$ cat src/rtl/gsu_pc_sequencer_pkg.sv
// Shared GSU package: program-counter source encoding and default widths
// for the PC sequencer slice.
package gsu_pkg;

  localparam int ADDR_W_DEF      = 16;
  localparam int LOOP_W_DEF      = 16;
  localparam int BR_W_DEF        = 8;
  localparam int STACK_DEPTH_DEF = 4;

  typedef enum logic [2:0] {
    SRC_HOLD,
    SRC_JMP,
    SRC_RET,
    SRC_CALL,
    SRC_BR,
    SRC_LOOP,
    SRC_INC,
    SRC_KEEP
  } pc_src_e;

endpackage

$ cat src/rtl/gsu_pc_sequencer_if.sv
// Decode-to-sequencer bundle: PC requests from decode and the sequencer status
// returned to it.
interface gsu_pc_sequencer_if
  import gsu_pkg::*;
#(
  parameter int ADDR_W      = ADDR_W_DEF,
  parameter int STACK_DEPTH = STACK_DEPTH_DEF,
  parameter int LOOP_W      = LOOP_W_DEF,
  parameter int BR_W        = BR_W_DEF
);
  localparam int LVL_W = $clog2(STACK_DEPTH + 1);

  logic              hold;
  logic              pc_inc;
  logic              jmp_en;
  logic              call_en;
  logic              ret_en;
  logic [ADDR_W-1:0] jmp_addr;
  logic              br_en;
  logic [BR_W-1:0]   br_off;
  logic              loop_load;
  logic [LOOP_W-1:0] loop_cnt_in;
  logic [ADDR_W-1:0] loop_tgt_in;
  logic              loop_en;
  logic              err_clr;
  logic [ADDR_W-1:0] pc;
  logic [LVL_W-1:0]  stk_level;
  logic              stk_ovf;
  logic              stk_unf;
  logic [LOOP_W-1:0] loop_cnt;
  logic              loop_zero;

  modport master (
    output hold, pc_inc, jmp_en, call_en, ret_en, jmp_addr, br_en, br_off,
           loop_load, loop_cnt_in, loop_tgt_in, loop_en, err_clr,
    input  pc, stk_level, stk_ovf, stk_unf, loop_cnt, loop_zero
  );

  modport slave (
    input  hold, pc_inc, jmp_en, call_en, ret_en, jmp_addr, br_en, br_off,
           loop_load, loop_cnt_in, loop_tgt_in, loop_en, err_clr,
    output pc, stk_level, stk_ovf, stk_unf, loop_cnt, loop_zero
  );

endinterface

$ cat src/rtl/gsu_pc_sequencer_ret_stack.sv
// Return-address LIFO for the PC sequencer; push is ignored when full and
// pop when empty, so the caller only has to flag those cases.
module gsu_ret_stack
  import gsu_pkg::*;
#(
  parameter int W     = ADDR_W_DEF,
  parameter int DEPTH = STACK_DEPTH_DEF,
  parameter int LVL_W = $clog2(DEPTH + 1)
) (
  input  logic             clk,
  input  logic             reset,
  input  logic             push_i,
  input  logic             pop_i,
  input  logic [W-1:0]     data_i,
  output logic [W-1:0]     top_o,
  output logic [LVL_W-1:0] level_o,
  output logic             full_o,
  output logic             empty_o
);

  logic [W-1:0]     mem_q [DEPTH];
  logic [LVL_W-1:0] level_q;

  assign level_o = level_q;
  assign full_o  = (level_q == LVL_W'(DEPTH));
  assign empty_o = (level_q == '0);

  // Top of stack is the entry just below the fill level.
  always_comb begin
    top_o = '0;
    for (int i = 0; i < DEPTH; i++) begin
      if (LVL_W'(i + 1) == level_q) top_o = mem_q[i];
    end
  end

  always_ff @(posedge clk) begin
    if (reset) begin
      level_q <= '0;
      for (int i = 0; i < DEPTH; i++) mem_q[i] <= '0;
    end else if (push_i && !full_o) begin
      for (int i = 0; i < DEPTH; i++) begin
        if (LVL_W'(i) == level_q) mem_q[i] <= data_i;
      end
      level_q <= level_q + LVL_W'(1);
    end else if (pop_i && !empty_o) begin
      level_q <= level_q - LVL_W'(1);
    end
  end

endmodule

$ cat src/rtl/gsu_pc_sequencer.sv
// GSU program-counter sequencer: one-cycle arbitration of jump/ret/call/branch/loop/inc.
// Hardware loop counter is present only when GSU_PC_LOOP_HW_EN is defined.
module gsu_pc_sequencer
  import gsu_pkg::*;
#(
  parameter int ADDR_W      = ADDR_W_DEF,
  parameter int STACK_DEPTH = STACK_DEPTH_DEF,
  parameter int LOOP_W      = LOOP_W_DEF,
  parameter int BR_W        = BR_W_DEF
) (
  input  logic                clk,
  input  logic                reset,
  gsu_pc_sequencer_if.slave   seq_if
);

  localparam int LVL_W = $clog2(STACK_DEPTH + 1);

  pc_src_e           src;
  logic [ADDR_W-1:0] pc_q, pc_d, pc_plus1, br_tgt, stk_top, loop_pc;
  logic [LVL_W-1:0]  stk_level;
  logic              stk_full, stk_empty, stk_push, stk_pop;
  logic              ovf_q, ovf_d, unf_q, unf_d;
  logic              loop_take;

  assign pc_plus1 = pc_q + ADDR_W'(1);
  assign br_tgt   = pc_plus1 + ADDR_W'($signed(seq_if.br_off));

`ifdef GSU_PC_LOOP_HW_EN
  logic [LOOP_W-1:0] loop_cnt_q, loop_cnt_d, cnt_dec;
  logic [ADDR_W-1:0] loop_tgt_q, loop_tgt_d;

  assign cnt_dec   = loop_cnt_q - LOOP_W'(1);
  assign loop_take = seq_if.loop_en;
  assign loop_pc   = (cnt_dec != '0) ? loop_tgt_q : pc_plus1;

  // A same-cycle load overrides the decrement of a winning LOOP.
  always_comb begin
    loop_cnt_d = loop_cnt_q;
    loop_tgt_d = loop_tgt_q;
    if (src != SRC_HOLD) begin
      if (seq_if.loop_load) begin
        loop_cnt_d = seq_if.loop_cnt_in;
        loop_tgt_d = seq_if.loop_tgt_in;
      end else if (src == SRC_LOOP) begin
        loop_cnt_d = cnt_dec;
      end
    end
  end

  always_ff @(posedge clk) begin
    if (reset) begin
      loop_cnt_q <= '0;
      loop_tgt_q <= '0;
    end else begin
      loop_cnt_q <= loop_cnt_d;
      loop_tgt_q <= loop_tgt_d;
    end
  end

  assign seq_if.loop_cnt  = loop_cnt_q;
  assign seq_if.loop_zero = (loop_cnt_q == '0);
`else
  logic unused_loop;

  assign unused_loop      = ^{seq_if.loop_load, seq_if.loop_cnt_in,
                              seq_if.loop_tgt_in, seq_if.loop_en};
  assign loop_take        = 1'b0;
  assign loop_pc          = pc_plus1;
  assign seq_if.loop_cnt  = '0;
  assign seq_if.loop_zero = 1'b1;
`endif

  always_comb begin
    src = SRC_KEEP;
    if      (seq_if.hold)    src = SRC_HOLD;
    else if (seq_if.jmp_en)  src = SRC_JMP;
    else if (seq_if.ret_en)  src = SRC_RET;
    else if (seq_if.call_en) src = SRC_CALL;
    else if (seq_if.br_en)   src = SRC_BR;
    else if (loop_take)      src = SRC_LOOP;
    else if (seq_if.pc_inc)  src = SRC_INC;
  end

  always_comb begin
    pc_d = pc_q;
    case (src)
      SRC_JMP:  pc_d = seq_if.jmp_addr;
      SRC_RET:  pc_d = stk_empty ? pc_plus1 : stk_top;
      SRC_CALL: pc_d = seq_if.jmp_addr;
      SRC_BR:   pc_d = br_tgt;
      SRC_LOOP: pc_d = loop_pc;
      SRC_INC:  pc_d = pc_plus1;
      default:  pc_d = pc_q;
    endcase
  end

  assign stk_push = (src == SRC_CALL) && !stk_full;
  assign stk_pop  = (src == SRC_RET) && !stk_empty;

  // A fresh overflow/underflow in the same cycle as err_clr keeps its flag set.
  always_comb begin
    ovf_d = ovf_q;
    unf_d = unf_q;
    if (src != SRC_HOLD) begin
      if (seq_if.err_clr) begin
        ovf_d = 1'b0;
        unf_d = 1'b0;
      end
      if (src == SRC_CALL && stk_full)  ovf_d = 1'b1;
      if (src == SRC_RET  && stk_empty) unf_d = 1'b1;
    end
  end

  always_ff @(posedge clk) begin
    if (reset) begin
      pc_q  <= '0;
      ovf_q <= 1'b0;
      unf_q <= 1'b0;
    end else begin
      pc_q  <= pc_d;
      ovf_q <= ovf_d;
      unf_q <= unf_d;
    end
  end

  gsu_ret_stack #(
    .W     (ADDR_W),
    .DEPTH (STACK_DEPTH),
    .LVL_W (LVL_W)
  ) u_ret_stack (
    .clk     (clk),
    .reset   (reset),
    .push_i  (stk_push),
    .pop_i   (stk_pop),
    .data_i  (pc_plus1),
    .top_o   (stk_top),
    .level_o (stk_level),
    .full_o  (stk_full),
    .empty_o (stk_empty)
  );

  assign seq_if.pc        = pc_q;
  assign seq_if.stk_level = stk_level;
  assign seq_if.stk_ovf   = ovf_q;
  assign seq_if.stk_unf   = unf_q;

endmodule

$ cat src/flat_wrapper.sv
// flat-port wrapper written by rule: the top's interface ports become plain ports
module gsu_pc_sequencer_flat import gsu_pkg::*;
#(
  parameter int ADDR_W      = ADDR_W_DEF,
  parameter int STACK_DEPTH = STACK_DEPTH_DEF,
  parameter int LOOP_W      = LOOP_W_DEF,
  parameter int BR_W        = BR_W_DEF
)
  (clk, reset, seq_if_hold, seq_if_pc_inc, seq_if_jmp_en, seq_if_call_en, seq_if_ret_en, seq_if_jmp_addr, seq_if_br_en, seq_if_br_off, seq_if_loop_load, seq_if_loop_cnt_in, seq_if_loop_tgt_in, seq_if_loop_en, seq_if_err_clr, seq_if_pc, seq_if_stk_level, seq_if_stk_ovf, seq_if_stk_unf, seq_if_loop_cnt, seq_if_loop_zero);
  gsu_pc_sequencer_if #(.ADDR_W(ADDR_W), .STACK_DEPTH(STACK_DEPTH), .LOOP_W(LOOP_W), .BR_W(BR_W)) seq_if_i ();
  input  logic clk;
  input  logic reset;
  input wire logic [$bits(seq_if_i.hold)-1:0] seq_if_hold;
  input wire logic [$bits(seq_if_i.pc_inc)-1:0] seq_if_pc_inc;
  input wire logic [$bits(seq_if_i.jmp_en)-1:0] seq_if_jmp_en;
  input wire logic [$bits(seq_if_i.call_en)-1:0] seq_if_call_en;
  input wire logic [$bits(seq_if_i.ret_en)-1:0] seq_if_ret_en;
  input wire logic [$bits(seq_if_i.jmp_addr)-1:0] seq_if_jmp_addr;
  input wire logic [$bits(seq_if_i.br_en)-1:0] seq_if_br_en;
  input wire logic [$bits(seq_if_i.br_off)-1:0] seq_if_br_off;
  input wire logic [$bits(seq_if_i.loop_load)-1:0] seq_if_loop_load;
  input wire logic [$bits(seq_if_i.loop_cnt_in)-1:0] seq_if_loop_cnt_in;
  input wire logic [$bits(seq_if_i.loop_tgt_in)-1:0] seq_if_loop_tgt_in;
  input wire logic [$bits(seq_if_i.loop_en)-1:0] seq_if_loop_en;
  input wire logic [$bits(seq_if_i.err_clr)-1:0] seq_if_err_clr;
  output wire logic [$bits(seq_if_i.pc)-1:0] seq_if_pc;
  output wire logic [$bits(seq_if_i.stk_level)-1:0] seq_if_stk_level;
  output wire logic [$bits(seq_if_i.stk_ovf)-1:0] seq_if_stk_ovf;
  output wire logic [$bits(seq_if_i.stk_unf)-1:0] seq_if_stk_unf;
  output wire logic [$bits(seq_if_i.loop_cnt)-1:0] seq_if_loop_cnt;
  output wire logic [$bits(seq_if_i.loop_zero)-1:0] seq_if_loop_zero;
  assign seq_if_i.hold = seq_if_hold;
  assign seq_if_i.pc_inc = seq_if_pc_inc;
  assign seq_if_i.jmp_en = seq_if_jmp_en;
  assign seq_if_i.call_en = seq_if_call_en;
  assign seq_if_i.ret_en = seq_if_ret_en;
  assign seq_if_i.jmp_addr = seq_if_jmp_addr;
  assign seq_if_i.br_en = seq_if_br_en;
  assign seq_if_i.br_off = seq_if_br_off;
  assign seq_if_i.loop_load = seq_if_loop_load;
  assign seq_if_i.loop_cnt_in = seq_if_loop_cnt_in;
  assign seq_if_i.loop_tgt_in = seq_if_loop_tgt_in;
  assign seq_if_i.loop_en = seq_if_loop_en;
  assign seq_if_i.err_clr = seq_if_err_clr;
  assign seq_if_pc = seq_if_i.pc;
  assign seq_if_stk_level = seq_if_i.stk_level;
  assign seq_if_stk_ovf = seq_if_i.stk_ovf;
  assign seq_if_stk_unf = seq_if_i.stk_unf;
  assign seq_if_loop_cnt = seq_if_i.loop_cnt;
  assign seq_if_loop_zero = seq_if_i.loop_zero;
  gsu_pc_sequencer #(.ADDR_W(ADDR_W), .STACK_DEPTH(STACK_DEPTH), .LOOP_W(LOOP_W), .BR_W(BR_W)) u_core (.clk(clk), .reset(reset), .seq_if(seq_if_i));
endmodule
$ cat config.mk
export PLATFORM = sky130hd
export DESIGN_NAME = gsu_pc_sequencer_flat
export DESIGN_NICKNAME = d
export VERILOG_FILES = /design/src/rtl/gsu_pc_sequencer_pkg.sv /design/src/rtl/gsu_pc_sequencer_if.sv /design/src/rtl/gsu_pc_sequencer_ret_stack.sv /design/src/rtl/gsu_pc_sequencer.sv /design/src/flat_wrapper.sv
export SDC_FILE = /design/constraint.sdc
export NUM_CORES = 1
export LEC_CHECK = 0
export CORE_ASPECT_RATIO = 1.5
export CORE_MARGIN = 5
export CORE_UTILIZATION = 53
export DETAILED_ROUTE_END_ITERATION = 8
export PLACE_DENSITY_LB_ADDON = 0.25
export SYNTH_ARGS = -nofsm -noshare
export SYNTH_HDL_FRONTEND = slang
export SYNTH_SLANG_ARGS = --single-unit
$ cat constraint.sdc
create_clock -name clk -period 3.45 [get_ports clk]
set_input_delay 0.5175 -clock clk [delete_from_list [all_inputs] [get_ports clk]]
set_output_delay 0.5175 -clock clk [all_outputs]
set_load 0.05 [all_outputs]
==> results_dict.tcl, run 1 <==
set metrics [dict create \
    status "completed" \
    clock-sinks 85 \
    multi_input_area_mm2 0.00289 \
    max_freq_mhz 310 \
    grt_usage 0.253 \
    syn_area_per_cell_um2 9.27 \
    crit_path_end_kind "flip-flop" \
    num_antenna_cells 0 \
    start_util 0.545 \
    cp_data_required_time_ns 3.68 \
    drtAntennaViolNets 0 \
    cp-start-kind "flip-flop" \
    cts_tree "built" \
    avgRoutedWirePerCell_um 19.2 \
    synthTopCellsByArea "edfxtp_1, dfxtp_1, nor2_1" \
    async_flop_share 0 \
    p_int_uw 1950 \
    ys.flop_type "edfxtp_1" \
    hpwlAfterDp_um 11500 \
    switching_share 0.304 \
    gp_congestion 0.928 \
    grt_max_degree 28 \
    setup_tns_ns 0 \
    critPathMaxFanout 7 \
    yosysUniqueCellTypes 66 \
    fin_skew_ns 0.00650 \
    maxSlewViolCount 0 \
    yosysWarnings 0 \
    cts_buffers 9 \
    grt_setup_unrepaired "false" \
    cts.path.max_buffers 2 \
    drc_errors 0 \
    fp.dieH_um 135 \
    drt_iter0_markers 471 \
    area_delta_synth_final_pct 18.5 \
    synth_seq_cells 85 \
    fin_total_pwr_uw 2790 \
    leakage_uw 0.00255 \
    hp-class "flip-flop to flip-flop" \
    die_w_um 93.6 \
    clk_latency_ns 0.35 \
    cts.htree.levels 3 \
    fin_cells 807 \
    hold_buffers 0 \
    final.period_utilization 0.935 \
    drt_first_pass_iters 5 \
    nFillCells 841 \
    seqPwrFrac 0.423 \
    wl_met3_um 827 \
    place_inst 791 \
    p_sw_uw 848 \
    grt_pass1_vias 4849 \
    synth_top_area_cell "edfxtp_1" \
    wl_met2_um 8090 \
    overflow 0 \
    met1_length_um 6120 \
    vdd_ir_drop_max_v 0.000239 \
    nNetsFinal 754 \
    grt_pass1_wl_um 24700 \
    netlist_instances 600 \
    r2r_slack_ns 0.22 \
    portBuffers 53 \
    highest_layer "met4" \
    syn_area_mm2 0.00556 \
    period_needed_ns 3.23 \
    power_frac_comb 0.239 \
    synth_common_cells "nor2_1, edfxtp_1, a21oi_1, nand2_1, inv_1" \
    critical_path_arrival_ns 3.46 \
    path_class "flip-flop to flip-flop" \
    setup_viol 0 \
    drt_wl_total_um 15500 \
    cap_violations 0 \
    hold_viol 0 \
    power.density_mw_per_mm2 424 \
    synth_top_area_frac 0.346 \
    synth_edf_count 64 \
    antenna_found_initial 0 \
    seq_area_frac_synth 0.421 \
    path_clk_slew_ns 0.06 \
    drive_above_1_share 0.105 \
    worstMarginPinSlew_ns 0.872 \
    slew_headroom 0.416 \
    synth.most_common_cell "nor2_1" \
    dr_total_vias 4877 \
    clkPwrFrac 0.338 \
    core-area_mm2 0.0102 \
    cts-root-buf "clkbuf_16" \
    ios 105 \
    vias_per_cell 6.04 \
    rows 45 \
    cts_setup_buffers 0 \
    regArea_mm2 0.00234 \
    dieArea_mm2 0.0127 \
]
==> per-layer routing <==
metal  vias to the layer above  global-route usage
li1                       2296                   -
met3                        31              0.0222
met5                         -                   0
met2                       185               0.444
met4                         0               0.126
met1                      2365               0.306
==> cells by family after synthesis <==
family	synth area share
AO/OA/AOI/OAI	0.220
multiplexers	0.00743
XOR/XNOR	0.0423
flip-flops	0.421
adder cells (fa/ha/maj)	0.0599
buffers and inverters	0.0704
AND/OR/NAND/NOR	0.178
other	0.00135
==> layout by cell type, fill, tap and decap left out, types with 3 or more instances in the layout <==
cell type / count
and3_1: 5
nor4_1: 3
a211o_1: 3
mux2i_1: 3
ha_1: 24
nor2_1: 102
nor3_1: 11
a22oi_1: 14
clkdlybuf4s50_1: 53
a221oi_1: 9
a21o_1: 12
dfxtp_1: 20
xnor2_1: 17
and4_1: 5
o21ai_1: 4
a31oi_1: 8
a211oi_1: 8
buf_4: 33
o211ai_1: 3
edfxtp_1: 64
a22o_1: 15
or3_1: 3
clkbuf_16: 9
a21oi_1: 37
nand2_1: 32
nor2b_1: 7
a221oi_2: 3
o21ai_0: 25
nand3b_1: 3
a222oi_1: 4
conb_1: 17
inv_1: 29
nand2b_1: 4
a221o_1: 5
xor2_1: 8
and2_1: 3
nand3_1: 15
o21a_1: 5
==> power by group through the flow <==
stage / sequential, µW / combinational [µW] / clock, µW
final: 1180 / 669 / 944
after global routing: 1190 / 719 / 983
after detailed placement: 1200 / 657 / 0
after floorplan: 1250 / 401 / 0
after CTS: 1180 / 660 / 942
after global placement: 1200 / 644 / 0
==> registers in the layout, indices dropped and copies added (netlist names) <==
name,cells
u_core.u_ret_stack.mem_q,64
u_core.seq_if.pc,16
u_core.u_ret_stack.level_o,3
u_core.seq_if.stk_ovf,1
u_core.seq_if.stk_unf,1
==> final timing paths <==
check | depth (start not counted) | to | start
worst max-delay path | 12 | u_core.seq_if.pc[15] | u_core.seq_if.pc[1]
worst max register to register | 12 | u_core.seq_if.pc[15] | u_core.seq_if.pc[1]
worst min register to register | 2 | u_core.seq_if.stk_unf | u_core.seq_if.stk_unf
worst min-delay path | 2 | u_core.seq_if.stk_unf | u_core.seq_if.stk_unf
==> through the flow <==
step           cell area (µm²)   util  hold WS [ns]  setup slack, ns
2_1_floorplan             5620      -         0.579            0.133
3_3_place_gp              6290  0.617         0.490            0.250
3_5_place_dp              6290  0.617         0.492            0.174
4_1_cts                   6580  0.645         0.509            0.153
5_1_grt                   6590  0.646         0.552           0.0171
6_report                  6590  0.646         0.516            0.223
==> cell type report <==
type,count,area share
Inverter,30,0.0171
Timing Repair Buffer,86,0.118
Sequential cell,85,0.356
Clock buffer,11,0.0353
Clock inverter,5,0.00779
Multi-Input combinational cell,449,0.439
Tap cell,141,0.0268
==> critical path, cell delays in order (launching register included) <==
cell and delay (ns):
dfxtp_1 0.45, ha_2 0.30, nand2_1 0.12, nor4_1 0.30
xnor2_1 0.30, inv_1 0.15, ha_1 0.40, a21oi_1 0.30
o21ai_0 0.12, nor3_1 0.14, a2bb2oi_1 0.10, xnor2_1 0.15
a221o_1 0.29
==> repair_timing <==
item                                    in CTS  in global routing
gates resized for setup                      0                  3
hold endpoints to repair                     0                  0
endpoints found under the setup margin       0                  3
Power figures use the tool's default switching activity.
==> run 2: changes to the inputs <==
--- a/config.mk
+++ b/config.mk
@@ -10,6 +10,7 @@
 export CORE_UTILIZATION = 53
 export DETAILED_ROUTE_END_ITERATION = 8
 export PLACE_DENSITY_LB_ADDON = 0.25
+export SKIP_LAST_GASP = 1
 export SYNTH_ARGS = -nofsm -noshare
 export SYNTH_HDL_FRONTEND = slang
 export SYNTH_SLANG_ARGS = --single-unit
==> results of run 2 <==
No change in the layout: final DEF, timing and power equal those of run 1.
==> run 3: changes to the inputs <==
--- a/config.mk
+++ b/config.mk
@@ -5,11 +5,13 @@
 export SDC_FILE = /design/constraint.sdc
 export NUM_CORES = 1
 export LEC_CHECK = 0
+export CELL_PAD_IN_SITES_DETAIL_PLACEMENT = 2
+export CELL_PAD_IN_SITES_GLOBAL_PLACEMENT = 2
 export CORE_ASPECT_RATIO = 1.5
 export CORE_MARGIN = 5
-export CORE_UTILIZATION = 53
+export CORE_UTILIZATION = 32
 export DETAILED_ROUTE_END_ITERATION = 8
-export PLACE_DENSITY_LB_ADDON = 0.25
+export PLACE_DENSITY = 0.77
 export SKIP_LAST_GASP = 1
 export SYNTH_ARGS = -nofsm -noshare
 export SYNTH_HDL_FRONTEND = slang
==> results_dict.tcl, run 3 (synthesized netlist as in run 1, its figures left out) <==
set metrics [dict create \
    status "completed" \
    start_util 0.323 \
    grt_max_degree 25 \
    critical_path_arrival_ns 3.52 \
    nNetsFinal 761 \
    hpwlAfterDp_um 15500 \
    placed_area_mm2 0.00643 \
    slew_headroom 0.445 \
    clock-sinks 85 \
    vdd_ir_drop_max_v 0.000241 \
    hold_buffers 0 \
    vias_per_cell 5.57 \
    path_class "flip-flop to flip-flop" \
    rows 59 \
    p_int_uw 1900 \
    grt_pass1_vias 5518 \
    r2r_slack_ns 0.18 \
    rr_endpoint "u_core.seq_if.pc[11]" \
    maxSlewViolCount 0 \
    worstMarginPinSlew_ns 0.833 \
    power.density_mw_per_mm2 422 \
    drc_errors 0 \
    avgRoutedWirePerCell_um 22.4 \
    setup_viol 0 \
    die_w_um 118 \
    drt_first_pass_iters 5 \
    cp_cell_sequence "ha_1 > and2_1 > nand3_1 > xor2_1 > inv_1 > ha_1 > a21o_1 > a21o_1 > a21oi_1 > and4_1 > nor3_1 > a2111oi_2" \
    path_clk_slew_ns 0.07 \
    drt_iter0_markers 270 \
    max_freq_mhz 306 \
    cp-start-kind "flip-flop" \
    cpMaxStageDelayCell "dfxtp_1" \
    nFillCells 1904 \
    hp-class "flip-flop to flip-flop" \
    switching_share 0.332 \
    hold_viol 0 \
    hold_end "u_core.seq_if.stk_ovf" \
    leakage_uw 0.00260 \
    cts.path.max_buffers 2 \
    drive_above_1_share 0.119 \
    largest_reg_flops 64 \
    cts.htree.levels 3 \
    setup_tns_ns 0 \
    critPathMaxStageDelay_ns 0.45 \
    hold_ws_ns 0.540 \
    drtAntennaViolNets 0 \
    final_common_cell "nor2_1" \
    hold_path_depth 2 \
    period_needed_ns 3.27 \
    cts-root-buf "clkbuf_16" \
    cts_tree "built" \
    dr_total_vias 4933 \
    final.period_utilization 0.948 \
    r2r_cells 12 \
    dieArea_mm2 0.0202 \
    cp_data_required_time_ns 3.69 \
    cap_violations 0 \
    portBuffers 53 \
    cts_buffers 9 \
    grt_pass1_wl_um 31100 \
    critPathMaxFanout 7 \
    crit_path_end_kind "flip-flop" \
    fin_skew_ns 0.00864 \
    regMostFlops "u_core.u_ret_stack.mem_q" \
    ios 105 \
    clkPwrFrac 0.337 \
    fin_area_mm2 0.00675 \
    area_delta_synth_final_pct 21.3 \
    seqPwrFrac 0.416 \
    final_util 0.392 \
    drt_wl_total_um 19900 \
    min_from "u_core.seq_if.stk_ovf" \
    layout_common_cells "nor2_1, edfxtp_1, clkdlybuf4s50_1" \
    p_sw_uw 945 \
    gp_congestion 0.868 \
    num_antenna_cells 0 \
    regArea_mm2 0.00234 \
    grt_usage 0.196 \
    r2r-start "u_core.seq_if.pc[0]" \
    fp.dieH_um 171 \
    antenna_found_initial 0 \
    overflow 0 \
    core-area_mm2 0.0172 \
    power_frac_comb 0.247 \
    clk_latency_ns 0.35 \
    grt_setup_unrepaired "true" \
    multi_input_area_mm2 0.00290 \
]
[run 3: worst max-delay path by stage]
stage / from / end / slack (ns) / depth (start not counted)
floorplan: u_core.seq_if.pc[1] / u_core.seq_if.pc[11] / 0.13 / 12
global placement: u_core.seq_if.pc[1] / u_core.seq_if.pc[11] / 0.24 / 12
detailed placement: u_core.seq_if.pc[0] / u_core.seq_if.pc[11] / 0.12 / 12
CTS: u_core.seq_if.pc[0] / u_core.seq_if.pc[11] / 0.11 / 12
global route: u_core.seq_if.pc[1] / u_core.seq_if.pc[11] / -0.05 / 12
finish: u_core.seq_if.pc[0] / u_core.seq_if.pc[11] / 0.18 / 12
[run 3: cell type report]
type	instances	share of cell area
multi-input combinational	449	0.431
sequential	85	0.347
timing repair buffer	93	0.123
tap	213	0.0395
clock buffer	9	0.0334
inverter	30	0.0167
clock inverter	7	0.00946
[run 3: power groups by stage]
| stage | combinational (µW) | sequential (µW) | clock, µW |
|---|---|---|---|
| after floorplan | 401 | 1250 | 0 |
| after global placement | 667 | 1200 | 0 |
| after detailed placement | 697 | 1210 | 0 |
| after CTS | 702 | 1180 | 972 |
| after global routing | 761 | 1190 | 1010 |
| final | 704 | 1180 | 959 |
[run 3: worst max-delay path, delay by kind of cell (launching register included)]
kind / cells / cell delay (ns)
compound gates: 4 / 1.04
fa+ha+maj: 2 / 0.64
flops: 1 / 0.45
xor+xnor: 1 / 0.29
simple gates: 4 / 0.67
buf+inv: 1 / 0.08
[run 3: per-stage QoR]
step           setup slack [ns]  instances  power (µW)
6_report                  0.178        886        2850
5_1_grt                 -0.0458        886        2960
3_5_place_dp              0.124        869        1900
2_1_floorplan             0.133        615        1660
3_3_place_gp              0.236        869        1870
4_1_cts                   0.108        885        2860
[run 3: metal layers]
metal  up-vias  GRT usage  share of wire
met2        92      0.392           0.56
met4         0     0.0599          0.022
met5         -          0              0
met1      2502      0.214           0.39
li1       2309          -              -
met3        30     0.0217          0.023
[run 3: repair_timing]
action                                  4_1_cts  5_1_grt
endpoints found under the setup margin        0        5
buffers inserted                              0        1
gates resized for setup                       0        4
